## src/rtl/decode_stage_ctrl.sv

```systemverilog
`default_nettype none
// ============================================================================
//  Module      : decode_stage_ctrl
//  Description : IF->ID pipeline boundary controller for the 16-bit core.
//                Holds the decode instruction, handshakes with fetch and
//                execute, inserts load-use bubbles, flushes on taken
//                branches and counts hazard-stall cycles (saturating).
//  Revision    : 1.0  initial release
// ============================================================================
module decode_stage_ctrl #(
  parameter int STALL_CYCLES = 1,
  parameter int CNT_W        = 16
) (
  input  logic             clk,
  input  logic             rst,
  input  logic             if_valid,
  input  logic [15:0]      if_instr,
  output logic             if_ready,
  output logic             id_valid,
  output logic [15:0]      id_instr,
  input  logic             id_ready,
  input  logic             ex_valid,
  input  logic             ex_is_load,
  input  logic [3:0]       ex_rd,
  input  logic             flush,
  output logic [CNT_W-1:0] stall_count
);

  localparam logic [1:0] ST_EMPTY  = 2'd0;
  localparam logic [1:0] ST_FULL   = 2'd1;
  localparam logic [1:0] ST_HAZARD = 2'd2;

  localparam logic [3:0] C_STALL_INIT = 4'(STALL_CYCLES - 1);
  localparam logic [3:0] C_OP_NOREG   = 4'b0111;

  logic [1:0]       state_q, state_d;
  logic [15:0]      instr_q, instr_d;
  logic [3:0]       cnt_q, cnt_d;
  logic [CNT_W-1:0] stall_q, stall_d;

  logic [3:0] w_op;
  logic       w_reads_a;
  logic       w_reads_b;
  logic       w_hazard;
  logic       w_full;
  logic       w_capture;
  logic       w_handoff;

  // Decode which source registers the held instruction reads and detect load-use
  always_comb begin
    w_op      = instr_q[15:12];
    w_reads_a = (w_op != C_OP_NOREG);
    w_reads_b = w_op[3];
    w_full    = (state_q == ST_FULL);
    w_hazard  = w_full & ex_valid & ex_is_load &
                ((w_reads_a & (ex_rd == instr_q[11:8])) |
                 (w_reads_b & (ex_rd == instr_q[7:4])));
    id_valid  = w_full & ~w_hazard;
    if_ready  = ~flush & ((state_q == ST_EMPTY) | (w_full & id_ready & ~w_hazard));
    w_capture = if_valid & if_ready;
    w_handoff = id_valid & id_ready;
  end

  // Next-state, instruction register, bubble counter and stall counter updates
  always_comb begin
    state_d = state_q;
    instr_d = instr_q;
    cnt_d   = cnt_q;
    stall_d = stall_q;
    if (flush) begin
      // Flush wins in every state; a coincident hand-off is squashed by EX
      state_d = ST_EMPTY;
      instr_d = 16'h0000;
      cnt_d   = 4'd0;
    end else begin
      case (state_q)
        ST_EMPTY: begin
          if (w_capture) begin
            state_d = ST_FULL;
            instr_d = if_instr;
          end
        end
        ST_FULL: begin
          if (w_hazard) begin
            state_d = ST_HAZARD;
            cnt_d   = C_STALL_INIT;
          end else if (w_handoff && w_capture) begin
            instr_d = if_instr;
          end else if (w_handoff) begin
            state_d = ST_EMPTY;
          end
        end
        ST_HAZARD: begin
          if (stall_q != {CNT_W{1'b1}}) begin
            stall_d = stall_q + CNT_W'(1);
          end
          if (cnt_q != 4'd0) begin
            cnt_d = cnt_q - 4'd1;
          end else begin
            // Return to FULL, where the hazard is evaluated again
            state_d = ST_FULL;
          end
        end
        default: begin
          state_d = ST_EMPTY;
        end
      endcase
    end
  end

  // Register update with synchronous active-high reset
  always_ff @(posedge clk) begin
    if (rst) begin
      state_q <= ST_EMPTY;
      instr_q <= 16'h0000;
      cnt_q   <= 4'd0;
      stall_q <= '0;
    end else begin
      state_q <= state_d;
      instr_q <= instr_d;
      cnt_q   <= cnt_d;
      stall_q <= stall_d;
    end
  end

  assign id_instr    = instr_q;
  assign stall_count = stall_q;

endmodule
`default_nettype wire

```

## config.mk

```make
export PLATFORM = sky130hd
export DESIGN_NAME = decode_stage_ctrl
export DESIGN_NICKNAME = d
export VERILOG_FILES = /design/src/rtl/decode_stage_ctrl.sv
export SDC_FILE = /design/constraint.sdc
export NUM_CORES = 1
export LEC_CHECK = 0
export ABC_AREA = 0
export BUFFER_PORTS_ARGS = -buffer_cell sky130_fd_sc_hd__buf_4
export CAP_MARGIN = 20
export CORE_ASPECT_RATIO = 0.75
export CORE_UTILIZATION = 47
export DETAILED_ROUTE_END_ITERATION = 12
export GPL_ROUTABILITY_DRIVEN = 1
export PLACE_DENSITY = 0.75
export SLEW_MARGIN = 40
export SYNTH_ARGS = -nofsm -noshare
export SYNTH_HDL_FRONTEND = slang
export SYNTH_SLANG_ARGS = --single-unit
```

## constraint.sdc

```tcl
create_clock -name clk -period 5.1 [get_ports clk]
set_input_delay 1.02 -clock clk [delete_from_list [all_inputs] [get_ports clk]]
set_output_delay 1.02 -clock clk [all_outputs]
set_load 0.01 [all_outputs]
```

After elaboration in Yosys (flattened, before gate mapping)
Index checks and enable logic that the tools add are counted.

Output and inout port bits: 34. Register bits after elaboration: 38.

Bitwise gates (word level): 15. Eq/ne operators: 14. Add/sub/neg operators: 2. Muxes and demuxes: 13. Reductions and logical operators: 10.

Operator list (count): two-way mux 16 bit (3); case mux 16 bit (2 select lines) (1); adder 16 x 1 -> 16 bit (second input constant) (1); != test 16 bit (second input constant) (1); bitwise AND 1 bit (11); two-way mux 2 bit (5); != test 2 bit (second input constant) (5); equality test 4 bit (2); two-way mux 4 bit (2); case mux 4 bit (2 select lines) (1); AND reduction 4 bit (2); case mux 2 bit (3 select lines) (1); AND reduction 3 bit (2); != test 4 x 3 -> 1 bit (second input constant) (1); nonzero test 2 bit (2); nonzero test 4 bit (1); subtractor 4 x 1 -> 4 bit (second input constant) (1); != test 3 x 2 -> 1 bit (second input constant) (1); != test 3 bit (second input constant) (1); equality test 2 x 1 -> 1 bit (second input constant) (1); equality test 2 bit (second input constant) (1); zero test 2 bit (1); != test 2 x 1 -> 1 bit (second input constant) (1); NOT 1 bit (2); 3 further kinds (4).

Depth between registers and ports, before layout
Gate-level depths: netlist of run 1.

Depth after elaboration: 13. Depth in mapped cells: 7.

Least setup slack after synthesis of run 1
No wires, ideal clock.

Path type: input port to output port. Start point: input port ex_is_load. End point: output port id_valid. Data required time: 4.080 ns. Stages: 5. Arrival time: 2.028 ns. Slack: 2.052 ns. Cell sequence: and4b_1 nand4_1 o22ai_2 clkbuf_1 nor3b_1.

Cells in the longest elaborated chain, start to end: 4.

RTL lines: from (decl) (RTL line 23) `input logic ex_is_load,`; bitwise AND 1 bit (2 in series) (RTL line 55) `w_hazard = w_full & ex_valid & ex_is_load &`; NOT 1 bit (RTL line 58) `id_valid = w_full & ~w_hazard;`; bitwise AND 1 bit (RTL line 58); to (decl) (RTL line 19) `output logic id_valid,`.

Every way passes these cells.

Final worst setup path of run 1
Start point: input port ex_rd[0]. End point: output port if_ready.

Cells in the longest elaborated chain, start to end: 8. Elaborated cells between the ends (all ways): 10. Those cells by class: eq/ne: 2; bitwise: 8.

RTL lines: from (decl) (RTL line 24) `input logic [3:0] ex_rd,`; equality test 4 bit, on equally long branches (RTL line 56, 57); bitwise AND 1 bit, on equally long branches (RTL line 56, 57); OR 1 bit (*) (RTL line 56) `((w_reads_a & (ex_rd == instr_q[11:8])) |`; bitwise AND 1 bit (*) (RTL line 55); NOT 1 bit (*) (RTL line 59) `if_ready = ~flush & ((state_q == ST_EMPTY) | (w_full & id_ready & ~w_hazard));`; bitwise AND 1 bit (*) (RTL line 59); OR 1 bit (*) (RTL line 59); bitwise AND 1 bit (*) (RTL line 59); to (decl) (RTL line 18) `output logic if_ready,`.

Mark *: on every way between the ends. The rest lies on a longest branch, timed or not.

==> results.ini, run 1 <==
[outcome]
status = complete, no violations

[clocking]
cts_buffers = 5
clk_pin_slew_ps = 80
cts_tree = yes
clock_sinks = 38
cts.repair.resized = 0
cts_hold_buffers = 0
cts_setup_buffers = 0
cts.htree.levels = 2
clockRootBuffer = clkbuf_8
clk_latency_ps = 290
cts_buffer_depth = 2

[placement]
portBuffers = 60
post-dp-hpwl_mm = 3.31
routabilityCongestion = 0.821
placed_cells = 317

[power_and_ir_drop]
power.density_mw_per_mm2 = 234
ir_worst_vdd_uv = 159
leakagePower_nw = 0.969
power.total_mw = 0.576

[setup_path]
start_kind = input pin
path_class = in2out
path_cells = buf_4, xnor2_1, nand4_1, o22ai_2, o21ai_0, and2_1, buf_4
r2r_slack_ps = 2860
startpoint = ex_rd[0]
crit_end = if_ready
crit_required_ps = 4080
worstPathArrival_ps = 2510
crit_fanout = 19
cpMostUsedCell = buf_4
slowest_delay_ps = 610
worstSetupEndpointType = primary output
cp_slowest_cell = o22ai_2
worstReg2RegEnd = id_instr[13]
rr_worst_depth = 5
rr_startpoint = state_q[0]

[drt]
final_antenna_net_count = 0
first_pass_iters = 4
vias = 1789
post_drt_wl_per_cell_um = 13.9
wl_mm = 4.52
viasPerCell = 5.50
first_iter_violations = 84
drc = 0

[sta]
hold_violations = 0
clock.fmax_ghz = 0.284
tns_ps = 0
grt_setup_unrepaired = false
skew_ps = 9.56
hold_ws_ps = 509
setup_viol = 0
finalMaxSlewViolations = 0
fin_crit_ps = 3530
max_slew_margin_pct = 49.0
fin_crit_sh_pct = 69.1
worst_pin_slew_ps = 758

[die]
dieArea_sq_mm = 0.00432
die_w_um = 75.6
coreArea_sq_mm = 0.00378
die_y_um = 57.2
initial_core_util_pct = 50.4
rows = 19
io_pins = 61

[finish]
utilization_pct = 65.3
mostFrequentLayoutCell = buf_4
instances_no_fill = 325
drive_gt1_share_pct = 28.2
fill_cells = 331
diodes = 0
final_cell_mix = 60 x buf_4, 38 x dfxtp_1, 24 x nor2_1, 20 x xnor2_1, 19 x nand2_1
synthToLayoutAreaGrowth_pct = 29.4
fin_nets = 302

[grt]
grt_pass1_vias = 1524
antenna_found_initial = 0
grtUsageTotal_pct = 21.9
grt_pass1_wl_mm = 7.19
grt_max_degree = 20
grt_overflow = 0

[logic_synthesis]
synth_area_leader_cell = dfxtp_1
syn_area_per_cell_sq_um = 8.91
async_flop_share_pct = 0
synthFlopType = dfxtp_1
yosysSeqAreaShare_pct = 39.9
yosys-top-cells-area = dfxtp_1 40%, xnor2_1 9.2%, a22o_1 5.1%
synth-seq-cells = 38
synthCells = 214
synth.distinct_cells = 44
synth_top_area_share_pct = 39.9
synthesis.area_sq_mm = 0.00191
ys_warn_count = 0
synth_edf_count = 0
synth_nets = 244

[job]
max_cap_violations = 0

[hold_path]
hp-class = reg2reg

==> how the worst min path moves through the flow <==
stage / startpoint / to / slack, ps / cells after the start
after floorplan: cnt_q[0] / cnt_q[0] / 460 / 2
after global placement: cnt_q[0] / cnt_q[0] / 490 / 2
after detailed placement: cnt_q[0] / cnt_q[0] / 490 / 2
after CTS: cnt_q[0] / cnt_q[0] / 510 / 2
after global routing: cnt_q[0] / cnt_q[0] / 540 / 2
final: cnt_q[0] / cnt_q[0] / 510 / 2
==> logic make-up after synthesis <==
kind of cell / count (synthesis) / share of synthesized area [%]
AND/OR/NAND/NOR: 93 / 26.2
multiplexers: 2 / 1.05
buffers and inverters: 13 / 3.67
XOR/XNOR: 24 / 11.0
AO/OA/AOI/OAI: 41 / 16.1
flip-flops: 38 / 39.9
adder cells (fa/ha/maj): 3 / 1.97
==> layout make-up <==
class / count / area [sq um] / area share, %
Inverter: 4 / 15.0 / 0.609
Timing Repair Buffer: 60 / 450 / 18.3
Sequential cell: 38 / 761 / 30.8
Multi-Input combinational cell: 163 / 1080 / 44.0
Clock buffer: 7 / 86.3 / 3.50
Tap cell: 52 / 65.1 / 2.64
Clock inverter: 1 / 5.00 / 0.203
==> synth_stat cells, types with 2 or more instances <==
library cell	count
o221ai_1	5
nor4_1	3
mux2i_1	2
a21oi_1	7
and4_1	2
a211oi_1	3
and3_1	2
nor3b_1	2
clkbuf_1	4
ha_1	3
xnor2_1	20
nand3_1	14
inv_1	4
nand2_1	19
a22o_1	11
a22oi_1	5
o21ai_0	3
nand4_1	6
nor3_1	8
buf_2	2
nor2_1	24
nand2b_1	2
buf_6	2
xor2_1	4
dfxtp_1	38
==> registers in the layout, indices dropped and copies added (netlist names) <==
name         cells
cnt_q            4
stall_count     16
state_q          2
id_instr        16
==> power breakdown <==
group,switching (mW),internal (mW),total [mW]
logic,0.0261,0.0306,0.0567
registers,0.00578,0.302,0.308
clock network,0.103,0.109,0.212
==> layer usage <==
layer	GRT usage, %	vias up	wire length, um
li1	-	892	-
met1	32.4	836	2230
met2	31.1	56	2010
met3	7.60	5	247
met4	3.97	0	27
met5	0	-	0
==> stage by stage <==
step | setup WS, ps | area (sq um)
final | 1570 | 2470
after global routing | 1410 | 2470
after CTS | 1610 | 2460
after detailed placement | 1620 | 2370
after global placement | 1630 | 2370
after floorplan | 2050 | 1910
==> critical path, delay by kind of cell <==
kind	cells	cell delay [ps]
AND/OR/NAND/NOR	2	320
XOR/XNOR	1	150
buffers and inverters	2	260
AO/OA/AOI/OAI	2	750
(Power assumes the default switching activity.)
==> run 2, diff against run 1 <==
--- a/config.mk
+++ b/config.mk
@@ -5,14 +5,14 @@
 export SDC_FILE = /design/constraint.sdc
 export NUM_CORES = 1
 export LEC_CHECK = 0
-export ABC_AREA = 0
+export ABC_AREA = 1
 export BUFFER_PORTS_ARGS = -buffer_cell sky130_fd_sc_hd__buf_4
 export CAP_MARGIN = 20
 export CORE_ASPECT_RATIO = 0.75
 export CORE_UTILIZATION = 47
 export DETAILED_ROUTE_END_ITERATION = 12
 export GPL_ROUTABILITY_DRIVEN = 1
-export PLACE_DENSITY = 0.75
+export PLACE_DENSITY = 0.73
 export SLEW_MARGIN = 40
 export SYNTH_ARGS = -nofsm -noshare
 export SYNTH_HDL_FRONTEND = slang
==> constraint.sdc (replaced) <==
create_clock -name clk -period 3.4 [get_ports clk]
set_input_delay 0.68 -clock clk [delete_from_list [all_inputs] [get_ports clk]]
set_output_delay 0.68 -clock clk [all_outputs]
set_load 0.01 [all_outputs]
==> run 2 against run 1 <==
  * Design area is 16% higher
  * Via count is 30% higher
  * Wire length is 22% higher
  * Die area is 18% higher
  * Synthesized cell count is 68% higher
  * Flip-flop and latch count stayed put
  * Synthesized area is 19% higher
  * Power is 64% higher
  * Sequential power is 49% higher
  * Clock skew is 0.90 ps lower
  * Critical path type unchanged
  * Critical endpoint unchanged
  * Largest cell class unchanged
==> results.ini, run 2 <==
[die]
coreArea_sq_mm = 0.00455
initial_core_util_pct = 50.0
io_pins = 61
rows = 21
die_y_um = 62.2
dieArea_sq_mm = 0.00512
die_w_um = 82.3

[hold_path]
holdPathEnd = id_instr[3]
whs_path_depth = 4
hp-class = reg2reg
hold_start = id_instr[3]

[placement]
portBuffers = 60
routabilityCongestion = 0.855
place_area_sq_mm = 0.00276
post-dp-hpwl_mm = 3.99

[setup_path]
worstPathArrival_ps = 1600
r2r_slack_ps = 1150
start_kind = input pin
cp_slowest_cell = buf_4
crit_fanout = 6
rr_startpoint = stall_count[0]
crit_buf_inv = 3
crit_required_ps = 2720
path_delay_family = simple AND/OR/NAND/NOR gates
path_cells = buf_4, inv_2, nand2_1, nand2_1, nor2_1, nand3_1, nand2_2, nand2_4, nand2_4, a21oi_1, buf_4
rr_worst_depth = 9
worstSetupEndpointType = primary output
path_class = in2out
slowest_delay_ps = 140
worstReg2RegEnd = stall_count[2]

[clocking]
cts.repair.resized = 0
cts.htree.levels = 2
clk_latency_ps = 290
cts_buffers = 5
cts_tree = yes
clockRootBuffer = clkbuf_8
clock_sinks = 38
cts_setup_buffers = 0
cts_hold_buffers = 0
clk_pin_slew_ps = 70
cts_buffer_depth = 2

[power_and_ir_drop]
clkPwrFrac_pct = 38.7
ir_worst_vdd_uv = 293
p_sw_mw = 0.235
intPower_mw = 0.712
power.density_mw_per_mm2 = 331
pwr-share-comb_pct = 12.9
switching_share_pct = 24.8
p_seq_share_pct = 48.4
leakagePower_nw = 1.41
power.total_mw = 0.947

[drt]
post_drt_wl_per_cell_um = 11.6
first_iter_violations = 104
drc = 0
first_pass_iters = 4
final_antenna_net_count = 0
viasPerCell = 4.86
wl_mm = 5.52
vias = 2319

[sta]
clock.fmax_ghz = 0.439
tns_ps = 0
hold_violations = 0
max_slew_margin_pct = 57.5
finalMaxSlewViolations = 0
fin_crit_sh_pct = 67.0
worst_pin_slew_ps = 635
setup_viol = 0
grt_setup_unrepaired = false
skew_ps = 8.66
fin_crit_ps = 2280

[logic_synthesis]
synth_top_area_share_pct = 33.5
synth.distinct_cells = 27
async_flop_share_pct = 0
yosys.cell_count.top_type = nand2_1
yosysSeqAreaShare_pct = 33.5
synthesis.area_sq_mm = 0.00227
syn_area_per_cell_sq_um = 6.31
synth_nets = 390
ys_warn_count = 0
synthFlopType = dfxtp_1
netlist_top_cells_count = 88 x nand2_1, 70 x inv_1, 43 x nor2_1
yosys-top-cells-area = dfxtp_1 33%, nand2_1 15%, inv_1 12%
synth-seq-cells = 38
synth_edf_count = 0
synthCells = 360
synth_area_leader_cell = dfxtp_1

[job]
max_cap_violations = 0

[grt]
antenna_found_initial = 0
grt_pass1_wl_mm = 9.18
grt_max_degree = 20
grtUsageTotal_pct = 23.1
grt_overflow = 0
grt_pass1_vias = 2062

[finish]
fin_nets = 449
diodes = 0
synthToLayoutAreaGrowth_pct = 26.2
drive_gt1_share_pct = 22.1
mostFrequentLayoutCell = nand2_1
final_cell_mix = 88 x nand2_1, 70 x inv_1, 62 x buf_4, 43 x nor2_1, 38 x dfxtp_1
design_area_sq_mm = 0.00287

[outcome]
status = complete, no violations

run 2: changes by cell type in the layout (fill, tap and decap cells not counted), sizes merged, moves of 4 or more:
cell,previous run,this run
nand2,19,98
inv,4,78
nor2,24,47
xnor2,20,4
nand4,7,22
a22o,11,0
a21oi,7,16
a22oi,5,0
o221ai,5,0
nor3,8,12
nor4,5,1
run 2: final cells by class:
| class | instances | area, sq um |
|---|---|---|
| Tap cell | 57 | 71.3 |
| Multi-Input combinational cell | 233 | 1160 |
| Timing Repair Buffer | 62 | 465 |
| Clock buffer | 8 | 110 |
| Fill cell | 447 | 1680 |
| Sequential cell | 38 | 761 |
| Inverter | 79 | 297 |
run 2: power groups by stage:
| stage | registers, mW | clock network (mW) | logic [mW] |
|---|---|---|---|
| floorplan | 0.471 | 0 | 0.0694 |
| global placement | 0.469 | 0 | 0.121 |
| detailed placement | 0.469 | 0 | 0.122 |
| CTS | 0.459 | 0.375 | 0.123 |
| global route | 0.460 | 0.393 | 0.139 |
| finish | 0.459 | 0.367 | 0.122 |
run 2: how the worst max path moves through the flow:
stage | from | endpoint | slack, ps | cells after the start
after floorplan | ex_rd[2] | if_ready | 1380 | 9
after global placement | ex_rd[1] | if_ready | 1170 | 12
after detailed placement | ex_rd[1] | if_ready | 1130 | 11
after CTS | ex_rd[1] | if_ready | 1120 | 11
after global routing | stall_count[0] | stall_count[2] | 920 | 9
final | ex_rd[1] | if_ready | 1120 | 11
run 2: metal layers:
| layer | vias to the layer above | track usage (%) | wire, um |
|---|---|---|---|
| met5 | - | 0 | 0 |
| met4 | 0 | 6.80 | 48 |
| met3 | 6 | 5.15 | 353 |
| met2 | 68 | 33.4 | 2290 |
| met1 | 1026 | 33.9 | 2820 |
| li1 | 1219 | - | - |
run 2: kinds of logic (layout without fill, tap and decap cells):
kind of cell	after synthesis	in the layout	synth area share, %
compound gates	26	26	6.06
xor+xnor	11	11	4.24
fa+ha+maj	3	3	1.65
buf+inv	89	149	15.3
flops	38	38	33.5
simple gates	193	193	39.2
run 2: per-stage QoR:
stage                     cells  hold slack, ps  utilization [%]  setup slack, ps
after global placement      469             495             60.6             1170
after detailed placement    469             498             60.6             1130
after CTS                   477             517             63.1             1120
after floorplan             360             484                -             1380
after global routing        477             536             63.1              923
final                       477             512             63.1             1120
run 2: worst min-delay path: cells and delay by family, from the launching register on:
| family | cells | cell delay (ps) |
|---|---|---|
| and+or+nand+nor | 2 | 70 |
| buffers and inverters | 2 | 80 |
| DFF | 1 | 310 |
==> run 3, diff against run 2 <==
--- a/config.mk
+++ b/config.mk
@@ -12,7 +12,7 @@
 export CORE_UTILIZATION = 47
 export DETAILED_ROUTE_END_ITERATION = 12
 export GPL_ROUTABILITY_DRIVEN = 1
-export PLACE_DENSITY = 0.73
+export PLACE_DENSITY = 0.75
 export SLEW_MARGIN = 40
 export SYNTH_ARGS = -nofsm -noshare
 export SYNTH_HDL_FRONTEND = slang
==> constraint.sdc (replaced) <==
create_clock -name clk -period 1.9 [get_ports clk]
set_input_delay 0.38 -clock clk [delete_from_list [all_inputs] [get_ports clk]]
set_output_delay 0.38 -clock clk [all_outputs]
set_load 0.01 [all_outputs]
==> run 3 against run 2 <==
  * Design area up 2.4%
  * Non-clock buffer count up 8
  * Setup slack worse by 1000 ps
  * Clock skew up 1.5 ps
  * Critical path type is now reg2out
  * Largest power group unchanged
  * Highest routed layer unchanged
==> results.ini, run 3 (synthesis gave the netlist of run 2 again) <==
[clocking]
cts_buffers = 5
clk_pin_slew_ps = 70
cts_hold_buffers = 0
cts_tree = yes
clockRootBuffer = clkbuf_8
cts.htree.levels = 2
clk_latency_ps = 290
clock_sinks = 38
cts_buffer_depth = 2

[setup_path]
start_kind = flop
crit_required_ps = 1520
worstPathArrival_ps = 1440
cp_slowest_cell = dfxtp_2
path_delay_family = simple AND/OR/NAND/NOR gates
path_class = reg2out
worstSetupEndpointType = primary output
path_cells = inv_2, nand2_2, nand2_2, nand2_1, nor2_1, nand2_1, nand2_2, nand2_4, nand2_4, a21oi_2, buf_4
slowest_delay_ps = 350
cpMostUsedCell = nand2_2
crit_buf_inv = 2
crit_fanout = 5

[power_and_ir_drop]
power.total_mw = 1.61
leakagePower_nw = 1.44
ir_worst_vdd_uv = 562
power.density_mw_per_mm2 = 549

[grt]
grtUsageTotal_pct = 21.4
grt_max_degree = 20
grt_pass1_wl_mm = 8.60
grt_pass1_vias = 1925
grt_overflow = 0
antenna_found_initial = 0

[drt]
viasPerCell = 4.80
first_iter_violations = 118
wl_mm = 5.31
post_drt_wl_per_cell_um = 11.0
vias = 2330
drc = 0
final_antenna_net_count = 0
first_pass_iters = 5

[sta]
tns_ps = 0
max_slew_margin_pct = 69.3
finalMaxSlewViolations = 0
fin_crit_sh_pct = 95.6
grt_setup_unrepaired = true
hold_violations = 0
worst_pin_slew_ps = 457
skew_ps = 10.1
setup_viol = 0
fin_ws_ps = 83.6
hold_ws_ps = 318
fin_crit_ps = 1820
clock.fmax_ghz = 0.551

[finish]
drive_gt1_share_pct = 27.1
mostFrequentLayoutCell = nand2_1
design_area_sq_mm = 0.00294
final_cell_mix = 86 x nand2_1, 70 x buf_4, 69 x inv_1, 43 x nor2_1, 27 x dfxtp_1
instances_no_fill = 485
fin_nets = 457
diodes = 0
utilization_pct = 64.6
fill_cells = 394
synthToLayoutAreaGrowth_pct = 29.3

[die]
die_y_um = 62.2
dieArea_sq_mm = 0.00512
io_pins = 61
initial_core_util_pct = 50.0
die_w_um = 82.3
rows = 21
coreArea_sq_mm = 0.00455

[outcome]
status = complete, no violations

[placement]
routabilityCongestion = 0.895
pre_cts_slack_ps = 141
post-dp-hpwl_mm = 4.07
portBuffers = 60
placed_cells = 476
place_area_sq_mm = 0.00281

[job]
max_cap_violations = 0

[hold_path]
hp-class = in2reg

-- run 3: cell types whose count changed in the layout (fill, tap and decap cells not counted), moves of 2 or more --
cell | previous run | this run
clkbuf_8 | 8 | 6
dfxtp_1 | 38 | 27
nand2_2 | 7 | 9
dfxtp_2 | 0 | 11
nand2_1 | 88 | 86
buf_4 | 62 | 70
-- run 3: worst paths after layout --
kind / from / to / slack, ps / cells past startpoint
worst max register to register: stall_count[0] / stall_count[4] / 170 / 9
worst max-delay path: id_instr[9] / if_ready / 80 / 11
worst min register to register: stall_count[10] / stall_count[10] / 510 / 2
worst min-delay path: flush / state_q[1] / 320 / 2
-- run 3: final cells by class --
cell class	count	area, sq um	area share [%]
tap	57	71.3	2.43
timing repair buffer	70	526	17.9
clock inverter	1	5.00	0.171
sequential	38	774	26.4
multi-input combinational	233	1180	40.1
clock buffer	7	86.3	2.94
inverter	79	297	10.1
-- run 3: repair_timing --
action	4_1_cts	5_1_grt
resized for setup	1	15
setup endpoints to repair	1	1
pin swaps	0	4
setup buffers	0	1
-- run 3: layer usage --
layer / track usage (%) / part of all wire, % / routed length (um) / up-vias
li1: - / - / - / 1238
met1: 33.1 / 52 / 2780 / 1034
met2: 28.9 / 40 / 2140 / 56
met3: 5.74 / 6.9 / 367 / 2
met4: 4.61 / 0.40 / 21 / 0
met5: 0 / 0 / 0 / -
-- run 3: power breakdown --
group	switching, mW	leakage, nW	total [mW]	internal, mW
logic	0.121	1.08	0.223	0.102
registers	0.0113	0.312	0.822	0.811
clock network	0.274	0.0482	0.566	0.293
total	0.405	1.44	1.61	1.21
